$ cat src/rtl/uart_cmd_decoder_pkg.sv
// Shared definitions for the UART command decoder: command codes, payload
// lengths, FSM state encoding and the payload alignment helper.
package uart_cmd_decoder_pkg;

  // Host command bytes
  localparam logic [7:0] CMD_DATA   = 8'h01;
  localparam logic [7:0] CMD_CTRL   = 8'h02;
  localparam logic [7:0] CMD_FREQ   = 8'h03;
  localparam logic [7:0] CMD_PERIOD = 8'h04;
  localparam logic [7:0] CMD_REPEAT = 8'h05;

  // Payload byte counts (bytes after the command and optional channel byte)
  localparam logic [2:0] LEN_DATA   = 3'd4;
  localparam logic [2:0] LEN_CTRL   = 3'd1;
  localparam logic [2:0] LEN_FREQ   = 3'd4;
  localparam logic [2:0] LEN_PERIOD = 3'd2;
  localparam logic [2:0] LEN_REPEAT = 3'd1;

  // FSM state encoding
  typedef enum logic [1:0] {
    ST_IDLE    = 2'd0,
    ST_CHANNEL = 2'd1,
    ST_PAYLOAD = 2'd2
  } state_t;

  // Number of payload bytes for a 3-bit command code
  function automatic logic [2:0] payload_len(input logic [2:0] cmd);
    case (cmd)
      CMD_DATA[2:0]:   payload_len = LEN_DATA;
      CMD_CTRL[2:0]:   payload_len = LEN_CTRL;
      CMD_FREQ[2:0]:   payload_len = LEN_FREQ;
      CMD_PERIOD[2:0]: payload_len = LEN_PERIOD;
      CMD_REPEAT[2:0]: payload_len = LEN_REPEAT;
      default:         payload_len = 3'd1;
    endcase
  endfunction

  // Turn the final shift-register image (newest byte at [31:24]) into the
  // right-aligned, zero-filled write payload.
  function automatic logic [31:0] align_payload(input logic [2:0] cmd,
                                                input logic [31:0] sh);
    case (cmd)
      CMD_DATA[2:0], CMD_FREQ[2:0]:   align_payload = sh;
      CMD_CTRL[2:0], CMD_REPEAT[2:0]: align_payload = {24'h0, sh[31:24]};
      // PERIOD carries slow first, fast last; slow lands in the upper byte
      CMD_PERIOD[2:0]:                align_payload = {16'h0, sh[23:16], sh[31:24]};
      default:                        align_payload = 32'h0;
    endcase
  endfunction

endpackage

$ cat src/rtl/uart_cmd_decoder_idle_timeout_counter.sv
// Idle-gap watchdog for a frame in progress. Counts clocks while enabled,
// restarts on every clear, and flags expire on the TIMEOUT_CYCLES-th idle
// clock. A clear in the same cycle suppresses expire, so a late byte wins.
module idle_timeout_counter #(
  parameter int unsigned TIMEOUT_CYCLES = 50000
) (
  input  logic clk_i,
  input  logic rst_n,
  input  logic clear_i,
  input  logic enable_i,
  output logic expire_o
);

  localparam int unsigned CNT_W = $clog2(TIMEOUT_CYCLES + 1);

  logic [CNT_W-1:0] cnt_q;

  assign expire_o = enable_i && !clear_i &&
                    (cnt_q == CNT_W'(TIMEOUT_CYCLES - 1));

  // Idle-clock counter, held at zero while disabled or cleared
  always_ff @(posedge clk_i or posedge rst_n) begin
    if (rst_n) begin
      cnt_q <= '0;
    end else if (clear_i || !enable_i) begin
      cnt_q <= '0;
    end else if (!expire_o) begin
      cnt_q <= cnt_q + 1'b1;
    end
  end

endmodule

$ cat src/rtl/uart_cmd_decoder.sv
// Byte-stream command decoder: turns DATA/CTRL/FREQ/PERIOD/REPEAT frames
// from the UART receiver into single-cycle configuration-bus writes.
// Optional inter-byte timeout is built when CMD_TIMEOUT_EN is defined.
//
// Output handshake: wr_valid_o is a one-cycle strobe with no ready; the
// wr_type_o/wr_channel_o/wr_data_o fields are valid while it is high and
// hold until the next write. err_o is a one-cycle strobe for each dropped
// frame or stray byte, never coincident with wr_valid_o.
module uart_cmd_decoder
  import uart_cmd_decoder_pkg::*;
#(
  parameter int unsigned OUTPUT_NUM     = 16,
  parameter int unsigned CH_W           = 8,
  parameter int unsigned TIMEOUT_CYCLES = 50000
) (
  input  logic            clk_i,
  input  logic            rst_n,
  input  logic [7:0]      rx_data_i,
  input  logic            rx_done_tick_i,
  output logic            wr_valid_o,
  output logic [2:0]      wr_type_o,
  output logic [CH_W-1:0] wr_channel_o,
  output logic [31:0]     wr_data_o,
  output logic            busy_o,
  output logic            err_o,
  output state_t          dbg_state_o
);

  state_t          state_q;
  logic [2:0]      cmd_q;
  logic [7:0]      ch_q;
  logic            ch_bad_q;
  logic [2:0]      cnt_q;
  logic [31:0]     sh_q;
  logic [31:0]     sh_next;
  logic            timeout_expire;

  assign busy_o      = (state_q != ST_IDLE);
  assign dbg_state_o = state_q;
  assign sh_next     = {rx_data_i, sh_q[31:8]};

`ifdef CMD_TIMEOUT_EN
  idle_timeout_counter #(
    .TIMEOUT_CYCLES (TIMEOUT_CYCLES)
  ) u_timeout (
    .clk_i    (clk_i),
    .rst_n    (rst_n),
    .clear_i  (rx_done_tick_i),
    .enable_i (state_q != ST_IDLE),
    .expire_o (timeout_expire)
  );
`else
  // No watchdog: a partial frame waits indefinitely. The parameter stays
  // referenced so both builds share one parameter list.
  assign timeout_expire = 1'b0 & (TIMEOUT_CYCLES == 0);
`endif

  // Frame parser FSM with registered write/error strobes
  always_ff @(posedge clk_i or posedge rst_n) begin
    if (rst_n) begin
      state_q      <= ST_IDLE;
      cmd_q        <= 3'd0;
      ch_q         <= 8'd0;
      ch_bad_q     <= 1'b0;
      cnt_q        <= 3'd0;
      sh_q         <= 32'd0;
      wr_valid_o   <= 1'b0;
      wr_type_o    <= 3'd0;
      wr_channel_o <= '0;
      wr_data_o    <= 32'd0;
      err_o        <= 1'b0;
    end else begin
      wr_valid_o <= 1'b0;
      err_o      <= 1'b0;
      if (rx_done_tick_i) begin
        case (state_q)
          ST_IDLE: begin
            ch_q     <= 8'd0;
            ch_bad_q <= 1'b0;
            cnt_q    <= 3'd0;
            sh_q     <= 32'd0;
            cmd_q    <= rx_data_i[2:0];
            case (rx_data_i)
              CMD_DATA, CMD_CTRL, CMD_REPEAT: state_q <= ST_CHANNEL;
              CMD_FREQ, CMD_PERIOD:           state_q <= ST_PAYLOAD;
              default:                        err_o   <= 1'b1;
            endcase
          end
          ST_CHANNEL: begin
            ch_q     <= rx_data_i;
            ch_bad_q <= ({24'd0, rx_data_i} >= OUTPUT_NUM);
            state_q  <= ST_PAYLOAD;
          end
          ST_PAYLOAD: begin
            sh_q <= sh_next;
            if (cnt_q == payload_len(cmd_q) - 3'd1) begin
              state_q <= ST_IDLE;
              cnt_q   <= 3'd0;
              if (ch_bad_q) begin
                err_o <= 1'b1;
              end else begin
                wr_valid_o   <= 1'b1;
                wr_type_o    <= cmd_q;
                wr_channel_o <= CH_W'(ch_q);
                wr_data_o    <= align_payload(cmd_q, sh_next);
              end
            end else begin
              cnt_q <= cnt_q + 3'd1;
            end
          end
          default: state_q <= ST_IDLE;
        endcase
      end else if (timeout_expire) begin
        state_q <= ST_IDLE;
        cnt_q   <= 3'd0;
        err_o   <= 1'b1;
      end
    end
  end

endmodule

$ cat config.mk
export PLATFORM = sky130hd
export DESIGN_NAME = uart_cmd_decoder
export DESIGN_NICKNAME = d
export VERILOG_FILES = /design/src/rtl/uart_cmd_decoder_pkg.sv /design/src/rtl/uart_cmd_decoder_idle_timeout_counter.sv /design/src/rtl/uart_cmd_decoder.sv
export SDC_FILE = /design/constraint.sdc
export NUM_CORES = 1
export LEC_CHECK = 0
export BUFFER_PORTS_ARGS = -buffer_cell sky130_fd_sc_hd__clkbuf_2
export CORE_MARGIN = 4
export CORE_UTILIZATION = 31
export DETAILED_ROUTE_END_ITERATION = 12
export MAX_ROUTING_LAYER = met4
export SKIP_LAST_GASP = 1
export SLEW_MARGIN = 20
export SYNTH_ARGS = -nofsm -noshare
export SYNTH_HDL_FRONTEND = slang
export SYNTH_SLANG_ARGS = --single-unit
$ cat constraint.sdc
create_clock -name clk_i -period 3 [get_ports clk_i]
set_input_delay 0.6 -clock clk_i [delete_from_list [all_inputs] [get_ports clk_i]]
set_output_delay 0.6 -clock clk_i [all_outputs]
set_load 0.02 [all_outputs]
==> metrics, run 1 <==
Tightest Pin Transition roughly 750 ps; Fill cells about 1300; area of the core around 12000 µm²; WL final 9820 µm; Yosys warning total 0; Final setup viols 0; area of the multi-input gates roughly 1500 µm²; CP Data Arrival Time between 2000 and 3000 ps; sequential fraction of the synthesis area between 50% and 60%; final worst path period share 81.5%; Max Cap Viol 0; critical-path maximum fanout 25; vias per std cell between 4 and 5; Post-CTS Hold Fix Bufs 0; Post-Synthesis Cells between 300 and 400; Die Wd ~120 µm; H-tree Lvls 3; relative max-transition margin between 50% and 60%; cell chosen for the clock root clkbuf_16; FF-to-FF Start cmd_q[2]$_DFFE_PP0P_; Mean Syn Cell Area approximately 10 µm²; P per Cell Area roughly 990 nW/µm²; fin crit period 2440 ps; R2R cell count 5; Tot Pwr between 4 and 5 mW; final hold vios 0; vias in the first global route ~2900; clk buf depth 2; Total GRT Usage 14.6%; first-pass GRT wire length 16200 µm; Register Area around 2200 µm²; drt first pass iters 5; num ports 59; Clock Latency Late Sink roughly 340 ps; area delta synth->final 19.4%; syn_nets ~390; Routed WL per cell 16.6 µm; # Post-CTS Setup Buffers 0; worst vdd ir 0.371 mV; RSZ-0062 raised after global routing false; leakage approximately 2.2 nW; crit end category flip-flop; flops & latches, synth 86; Max Fclk about 0.41 GHz; Ant. Diodes 0; CTS tree built; Worst Path Required approximately 3200 ps; layout cell share with drive strength beyond 1 a little over a quarter; Post-CTS Resized 0; Post-synth EDFFs 0; initial antenna violation count 0; via count between 2000 and 3000; CP startpoint kind flip-flop; Die ar. about 15000 µm²; distinct cell type count after synthesis 34; setup TNS 0 ps; ys flop type dfrtp_1; Setup CP Type flip-flop to flip-flop; Initial DRC Count approximately 190; gr ovfl total 0; Port Buffer Count 58; std cell rows 40; Worst-path clk slew 60 ps; # DRC 0; Post-synth ARST share 100%; status finished clean; clock tree sinks 86; largest net degree at the start of global routing 56; Slew Viols, Final 0; Clock Skews 8.49 ps; DIE HEIGHT between 100 and 150 µm; Detail Route Antenna Nets 0; NumNets Final 432; HPWL Detailed roughly 6700 µm; Final Wtd Congestion approximately 0.84; mapped cell area a little under 4000 µm²; CTS buffer count 9; Hold Crit Class primary input to asynchronous set/reset pin; crit path from cmd_q[2]$_DFFE_PP0P_; post-layout util between 30% and 40%; Initial Util between 30% and 40%
cell type report:
cell class / count / share of cell area [%]
timing repair buffer: 66 / 8.28
clock buffer: 13 / 5.34
clock inverter: 3 / 1.44
multi-input combinational: 237 / 32.9
inverter: 20 / 1.63
sequential: 86 / 46.0
tap: 168 / 4.49
layer usage:
| metal | routed length [µm] | track usage [%] | vias up |
|---|---|---|---|
| li1 | - | - | 1385 |
| met1 | 4490 | 19.9 | 1384 |
| met2 | 4700 | 22.0 | 77 |
| met3 | 502 | 3.41 | 9 |
| met4 | 127 | 4.46 | 0 |
| met5 | 0 | - | - |
registers in the layout, indices dropped and copies added (netlist names), 2 cells and up:
| signal | flops |
|---|---|
| cmd_q | 3 |
| cnt_q | 3 |
| wr_channel_o | 8 |
| dbg_state_o | 2 |
| wr_data_o | 32 |
| sh_q | 24 |
| wr_type_o | 3 |
| ch_q | 8 |
cell families (layout without fill, tap and decap cells):
logic type / count (synthesis) / in the layout / share of synthesized area, %
and+or+nand+nor: 116 / 116 / 13.7
AOI/OAI and AO/OA: 88 / 88 / 13.6
DFF: 86 / 86 / 54.9
buffers and inverters: 51 / 102 / 5.90
muxes: 32 / 32 / 11.6
adders and majority gates: 1 / 1 / 0.319
placed cells by master, fill, tap and decap left out, drive strengths merged, types with 6 or more instances in the layout:
master,n
dfrtp,86
nand2,77
clkbuf,71
o21ai,54
mux2,32
inv,19
nand4,16
buf,8
a22oi,7
a32o,6
worst paths after layout:
path,to,slack (ps)
min reg2reg,ch_q[2]$_DFFE_PP0P_,480
max,wr_data_o[15]$_DFFE_PP0P_,560
min,wr_data_o[31]$_DFFE_PP0P_,340
min in group clk_i,ch_q[2]$_DFFE_PP0P_,480
max reg2reg,wr_data_o[15]$_DFFE_PP0P_,560
max in group asynchronous,wr_channel_o[5]$_DFFE_PP0P_,1980
synth_stat cells, drive strengths merged (2+ instances only):
master	instances	area share [%]
nor3b	2	0.51
nand2	77	7.4
o21ai	54	6.9
nor2	5	0.48
nand4	16	2.6
nor3	3	0.38
inv	20	1.9
clkbuf	22	2.1
a22o	4	0.89
nand2b	2	0.32
a21oi	5	0.64
and3b	3	0.67
nor2b	3	0.48
a32o	6	1.5
o22ai	4	0.64
nor4	4	0.64
mux2	32	12
a22oi	7	1.3
buf	9	1.9
dfrtp	86	55
critical path, stage by stage, from the launching register on:
cell and delay (ps):
dfrtp_1 650, nor3b_2 300, mux2_4 320, a32o_2 460, buf_12 250, mux2_2 350
stage by stage:
| step | hold WS, ps | worst slack [ps] | cell area (µm²) | instances |
|---|---|---|---|---|
| after CTS | 373 | 555 | 4680 | 593 |
| after global routing | 413 | 395 | 4680 | 593 |
| after detailed placement | 475 | 573 | 4370 | 577 |
| after global placement | 465 | 678 | 4370 | 577 |
| final | 341 | 556 | 4680 | 593 |
| after floorplan | 450 | 178 | 3920 | 374 |
where the power goes:
part           internal, mW  switching [mW]
Combinational         0.648            1.01
Clock                 0.753           0.442
Sequential             1.49           0.305
No activity file was read; power rests on OpenSTA's default activity.
==> inputs of run 2 (changes only) <==
==> constraint.sdc (replaced) <==
create_clock -name clk_i -period 2.1 [get_ports clk_i]
set_input_delay 0.42 -clock clk_i [delete_from_list [all_inputs] [get_ports clk_i]]
set_output_delay 0.42 -clock clk_i [all_outputs]
set_load 0.02 [all_outputs]
==> run 2 against run 1 <==
Final area increased by 2.0%; clock power grew 46%; flip-flop and latch count is the same; critical endpoint is now dbg_state_o[1]$_DFFE_PP0P_; sequential share of layout area decreased by 0.90 points; non-clock buffer count is 10 higher; critical path type unchanged; largest cell class unchanged; total power rose by 44%; highest routed layer unchanged.
==> metrics, run 2 (synthesis results as in run 1) <==
Final Wtd Congestion 0.844 (was 0.842); critical-path maximum fanout 17 (was 25); Ant. Diodes 0 (unchanged); Routed WL per cell 15.5 µm (was 16.6 µm); final hold vios 0 (unchanged); CTS tree built (unchanged); Final setup viols 0 (unchanged); drt first pass iters 4 (was 5); initial antenna violation count 0 (unchanged); Total GRT Usage 14.1% (was 14.6%); H-tree Lvls 3 (unchanged); std cell rows 40 (unchanged); num ports 59 (unchanged); NumNets Final 442 (was 432); Detail Route Antenna Nets 0 (unchanged); Slew Viols, Final 0 (unchanged); Setup CP Type flip-flop to flip-flop (unchanged); first-pass GRT wire length 15700 µm (was 16200 µm); Sequential Power Share 36.8% (was 38.6%); relative max-transition margin 57.9% (was 50.1%); switching power 2.48 mW (was 1.75 mW); Max Cap Viol 0 (unchanged); Initial Util 32.1% (unchanged); Largest register FFs 32 (unchanged); P per Cell Area 1400 nW/µm² (was 991 nW/µm²); Clock Latency Late Sink 340 ps (about the same); leakage 2.21 nW (was 2.15 nW); # Post-CTS Setup Buffers 0 (unchanged); clk buf depth 2 (unchanged); Most flops, register wr_data_o (unchanged); DIE HEIGHT 120 µm (unchanged); fin crit period 1880 ps (was 2440 ps); # DRC 0 (unchanged); final worst path period share 89.7% (was 81.5%); biggest regs wr_data_o: 32 flops, sh_q: 24 flops (unchanged); CP startpoint kind flip-flop (unchanged); most common cell after layout, fill and taps aside dfrtp_1 (unchanged); Die Wd 120 µm (unchanged); Hold Crit Class primary input to asynchronous set/reset pin (unchanged); Worst Path Required 2320 ps (was 3230 ps); Port Buffer Count 58 (unchanged); Post-CTS Resized 0 (unchanged); crit end category flip-flop (unchanged); Tightest Pin Transition 629 ps (was 749 ps); status finished clean (unchanged); crit-path leading delay family compound AO/OA/AOI/OAI gates (was multiplexers); Gate power share 37.1% (was 35.6%); layout cell share with drive strength beyond 1 29.2% (was 26.8%); Hold WS 150 ps (was 341 ps); setup TNS 0 ps (unchanged); CP max stage delay 480 ps (was 650 ps); area delta synth->final 21.8% (was 19.4%); area of the core 12200 µm² (unchanged); internal power 4.22 mW (was 2.89 mW); clock tree sinks 86 (unchanged); worst vdd ir 0.512 mV (was 0.371 mV); WL final 9370 µm (was 9820 µm); slowest CP cell dfrtp_1 (unchanged); HPWL Detailed 6500 µm (was 6700 µm); Clock Skews 7.18 ps (was 8.49 ps); Initial DRC Count 231 (was 192); commonest non-fill, non-tap cells in the layout dfrtp_1, nand2_1, clkbuf_2 (unchanged); CP Data Arrival Time 2100 ps (was 2670 ps); CTS buffer count 9 (unchanged); gr ovfl total 0 (unchanged); RSZ-0062 raised after global routing false (unchanged); largest net degree at the start of global routing 56 (unchanged); cell chosen for the clock root clkbuf_16 (unchanged); Die ar. 14500 µm² (unchanged); worst-path cell chain nor3b_2 > mux2_4 > buf_4 > a21oi_1 > a311o_1 (was nor3b_2 > mux2_4 > a32o_2 > buf_12 > mux2_2); Post-CTS Hold Fix Bufs 0 (unchanged); vias per std cell 4.74 (was 4.81); Max Fclk 0.531 GHz (was 0.409 GHz); Worst-path clk slew 60 ps (about the same); via count 2860 (was 2855); Sw Ratio 37.1% (was 37.8%); vias in the first global route 2929 (was 2896); clock network power share 26.1% (was 25.8%); Buf/Inv on CP 1 (unchanged)
[run 2: cell types whose count changed in the layout (fill, tap and decap cells not counted)]
cell / delta
buf_4: +10
clkbuf_1: -3
clkbuf_8: +1
clkinv_4: +1
clkinvlp_4: +1
[run 2: cell type report]
class                      count  area [µm²]
clock buffer                  11         253
clock inverter                 5        81.3
fill                        1221        7430
inverter                      20        78.8
multi-input combinational    237        1540
sequential                    86        2150
tap                          168         210
timing repair buffer          76         463
[run 2: per-layer routing]
layer,global-route usage (%),wire length [µm]
met1,18.6,4530
met3,3.04,298
met4,6.44,272
met2,20.9,4270
met5,-,0
[run 2: stage by stage]
stage	cell area, µm²	setup WS, ps	power (mW)	std cells	utilization, %
after floorplan	3930	62.1	4.21	374	-
after global placement	4440	237	4.95	587	36.4
after detailed placement	4440	217	5.00	587	36.4
after CTS	4780	215	6.78	603	39.1
after global routing	4780	117	7.12	603	39.1
final	4780	216	6.70	603	39.1
[run 2: worst paths after layout]
path                                      startpoint                    endpoint  slack [ps]  depth (start not counted)
worst max-delay path            cmd_q[1]$_DFFE_PP0P_  dbg_state_o[1]$_DFFE_PP0P_         220                          5
worst min-delay path                           rst_n        wr_valid_o$_DFF_PP0_         150                          2
worst max register to register  cmd_q[1]$_DFFE_PP0P_  dbg_state_o[1]$_DFFE_PP0P_         220                          5
worst min register to register   ch_q[5]$_DFFE_PP0P_         ch_q[5]$_DFFE_PP0P_         480                          2
max in group asynchronous                      rst_n        sh_q[31]$_DFFE_PP0P_        1360                          3
min in group clk_i                    rx_done_tick_i  dbg_state_o[0]$_DFFE_PP0P_         320                          2
[run 2: power by group through the flow]
stage	registers, mW	logic [mW]	clock network (mW)
floorplan	2.81	1.39	0
global placement	2.48	2.46	0
detailed placement	2.50	2.50	0
CTS	2.47	2.52	1.79
global route	2.54	2.71	1.86
finish	2.47	2.49	1.75
==> inputs of run 3 (changes only) <==
--- a/config.mk
+++ b/config.mk
@@ -5,10 +5,10 @@
 export SDC_FILE = /design/constraint.sdc
 export NUM_CORES = 1
 export LEC_CHECK = 0
-export BUFFER_PORTS_ARGS = -buffer_cell sky130_fd_sc_hd__clkbuf_2
 export CORE_MARGIN = 4
 export CORE_UTILIZATION = 31
 export DETAILED_ROUTE_END_ITERATION = 12
+export DONT_BUFFER_PORTS = 1
 export MAX_ROUTING_LAYER = met4
 export SKIP_LAST_GASP = 1
 export SLEW_MARGIN = 20
==> run 3 against run 2 <==
Combinational power fell by 32%; critical path depth did not move; critical path type unchanged; hold slack got worse by 72 ps; clock skew barely moved; die area did not move; non-clock buffer count fell by 60.
==> metrics, run 3 (synthesis results as in run 1) <==
# DRC 0 (unchanged); clk buf depth 2 (unchanged); dpl cell area 4130 µm² (was 4440 µm²); via count 2689 (was 2860); initial antenna violation count 0 (unchanged); Worst Path Required 2320 ps (about the same); final hold vios 0 (unchanged); cell chosen for the clock root clkbuf_16 (unchanged); Final Wtd Congestion 0.852 (was 0.844); worst-path cell chain nor3b_2 > mux2_4 > a32o_2 > buf_4 > mux2_4 (was nor3b_2 > mux2_4 > buf_4 > a21oi_1 > a311o_1); Post-CTS Hold Fix Bufs 0 (unchanged); H-tree Lvls 3 (unchanged); Max Cap Viol 0 (unchanged); Largest register FFs 32 (unchanged); crit-path most repeated cell mux2_4; Buf/Inv on CP 1 (unchanged); crit end category flip-flop (unchanged); Most flops, register wr_data_o (unchanged); num ports 59 (unchanged); DIE HEIGHT 120 µm (unchanged); Ant. Diodes 0 (unchanged); WL final 9310 µm (was 9370 µm); leakage 1.93 nW (was 2.21 nW); Clock Latency Late Sink 340 ps (about the same); fin area 4440 µm² (was 4780 µm²); Fill cells 1216 (was 1221); vias in the first global route 2757 (was 2929); critical-path maximum fanout 14 (was 17); final worst path period share 91.9% (was 89.7%); commonest non-fill, non-tap cells in the layout dfrtp_1, nand2_1, o21ai_0 (was dfrtp_1, nand2_1, clkbuf_2); Final setup viols 0 (unchanged); area of the core 12200 µm² (unchanged); Initial Util 32.1% (unchanged); vias per std cell 4.95 (was 4.74); area delta synth->final 13.3% (was 21.8%); largest net degree at the start of global routing 87 (was 56); Die Wd 120 µm (unchanged); fin crit period 1930 ps (was 1880 ps); area of the multi-input gates 1540 µm² (unchanged); slowest CP cell dfrtp_1 (unchanged); gr ovfl total 0 (unchanged); NumNets Final 382 (was 442); Register Area 2150 µm² (unchanged); # Post-CTS Setup Buffers 0 (unchanged); Max Fclk 0.518 GHz (was 0.531 GHz); CP Data Arrival Time 2150 ps (was 2100 ps); P per Cell Area 1420 nW/µm² (was 1400 nW/µm²); CP startpoint kind flip-flop (unchanged); CTS tree built (unchanged); Detail Route Antenna Nets 0 (unchanged); std cell rows 40 (unchanged); relative max-transition margin 69.6% (was 57.9%); layout cell share with drive strength beyond 1 17.3% (was 29.2%); reg2reg setup slack 170 ps (was 220 ps); Die ar. 14500 µm² (unchanged); first-pass GRT wire length 15600 µm (was 15700 µm); clock tree sinks 86 (unchanged); Clock Skews 7.25 ps (was 7.18 ps); status finished clean (unchanged); CTS buffer count 9 (unchanged); Total GRT Usage 14.1% (about the same); drt first pass iters 4 (unchanged); Initial DRC Count 252 (was 231); terminus of the critical flop-to-flop path wr_channel_o[7]$_DFFE_PP0P_ (was dbg_state_o[1]$_DFFE_PP0P_); FF-to-FF Start cmd_q[2]$_DFFE_PP0P_ (was cmd_q[1]$_DFFE_PP0P_); most common cell after layout, fill and taps aside dfrtp_1 (unchanged); Setup CP Type flip-flop to flip-flop (unchanged); Tightest Pin Transition 455 ps (was 629 ps); Post-CTS Resized 0 (unchanged); biggest regs wr_data_o: 32 flops, sh_q: 24 flops (unchanged); Worst-path clk slew 60 ps (about the same); CP max stage delay 460 ps (was 480 ps); setup TNS 0 ps (unchanged); R2R cell count 5 (unchanged); worst vdd ir 0.436 mV (was 0.512 mV); HPWL Detailed 6370 µm (was 6500 µm); Slew Viols, Final 0 (unchanged); Port Buffer Count 0 (was 58); Routed WL per cell 17.1 µm (was 15.5 µm); RSZ-0062 raised after global routing false (unchanged); Hold Crit Class primary input to asynchronous set/reset pin (unchanged); crit-path leading delay family multiplexers (was compound AO/OA/AOI/OAI gates)
run 3: layout make-up:
type	count	share of cell area (%)
timing repair buffer	16	3.27
inverter	20	1.77
clock inverter	4	1.58
clock buffer	12	5.55
sequential	86	48.5
tap	168	4.73
multi-input combinational	237	34.6
run 3: worst max-delay path by stage:
stage	startpoint	to	slack [ps]	cells after the start
final	cmd_q[2]$_DFFE_PP0P_	wr_channel_o[7]$_DFFE_PP0P_	170	5
after global routing	cmd_q[2]$_DFFE_PP0P_	wr_channel_o[7]$_DFFE_PP0P_	10	5
after detailed placement	cmd_q[2]$_DFFE_PP0P_	wr_data_o[15]$_DFFE_PP0P_	170	5
after global placement	cmd_q[2]$_DFFE_PP0P_	wr_type_o[0]$_DFFE_PP0P_	270	5
after CTS	cmd_q[2]$_DFFE_PP0P_	wr_channel_o[7]$_DFFE_PP0P_	170	5
after floorplan	dbg_state_o[0]$_DFFE_PP0P_	wr_channel_o[2]$_DFFE_PP0P_	60	7
run 3: power by group:
part / switching [mW] / total [mW] / internal (mW)
registers: 0.805 / 2.93 / 2.12
clock network: 0.625 / 1.70 / 1.07
logic: 0.943 / 1.70 / 0.761
run 3: metrics by stage:
step	total power, mW	hold WS, ps	worst slack (ps)	utilization, %	instances
after floorplan	4.21	450	62.1	-	374
after global placement	4.62	451	269	33.8	527
after detailed placement	4.68	461	174	33.8	527
after CTS	6.39	104	175	36.4	543
after global routing	6.72	117	13.3	36.4	543
final	6.33	78.0	171	36.4	543
run 3: metal layers:
metal / global-route usage [%] / part of all wire (%) / vias up
met5: - / 0 / -
li1: - / - / 1290
met2: 21.0 / 45 / 91
met4: 6.80 / 3.0 / 0
met1: 17.9 / 44 / 1288
met3: 3.70 / 7.6 / 20
run 3: worst register-to-register path, delay by kind of cell, from the launching register on:
family,cells,cell delay [ps]
flops,1,460
simple gates,1,370
compound gates,1,170
mux,2,560
buf+inv,1,260
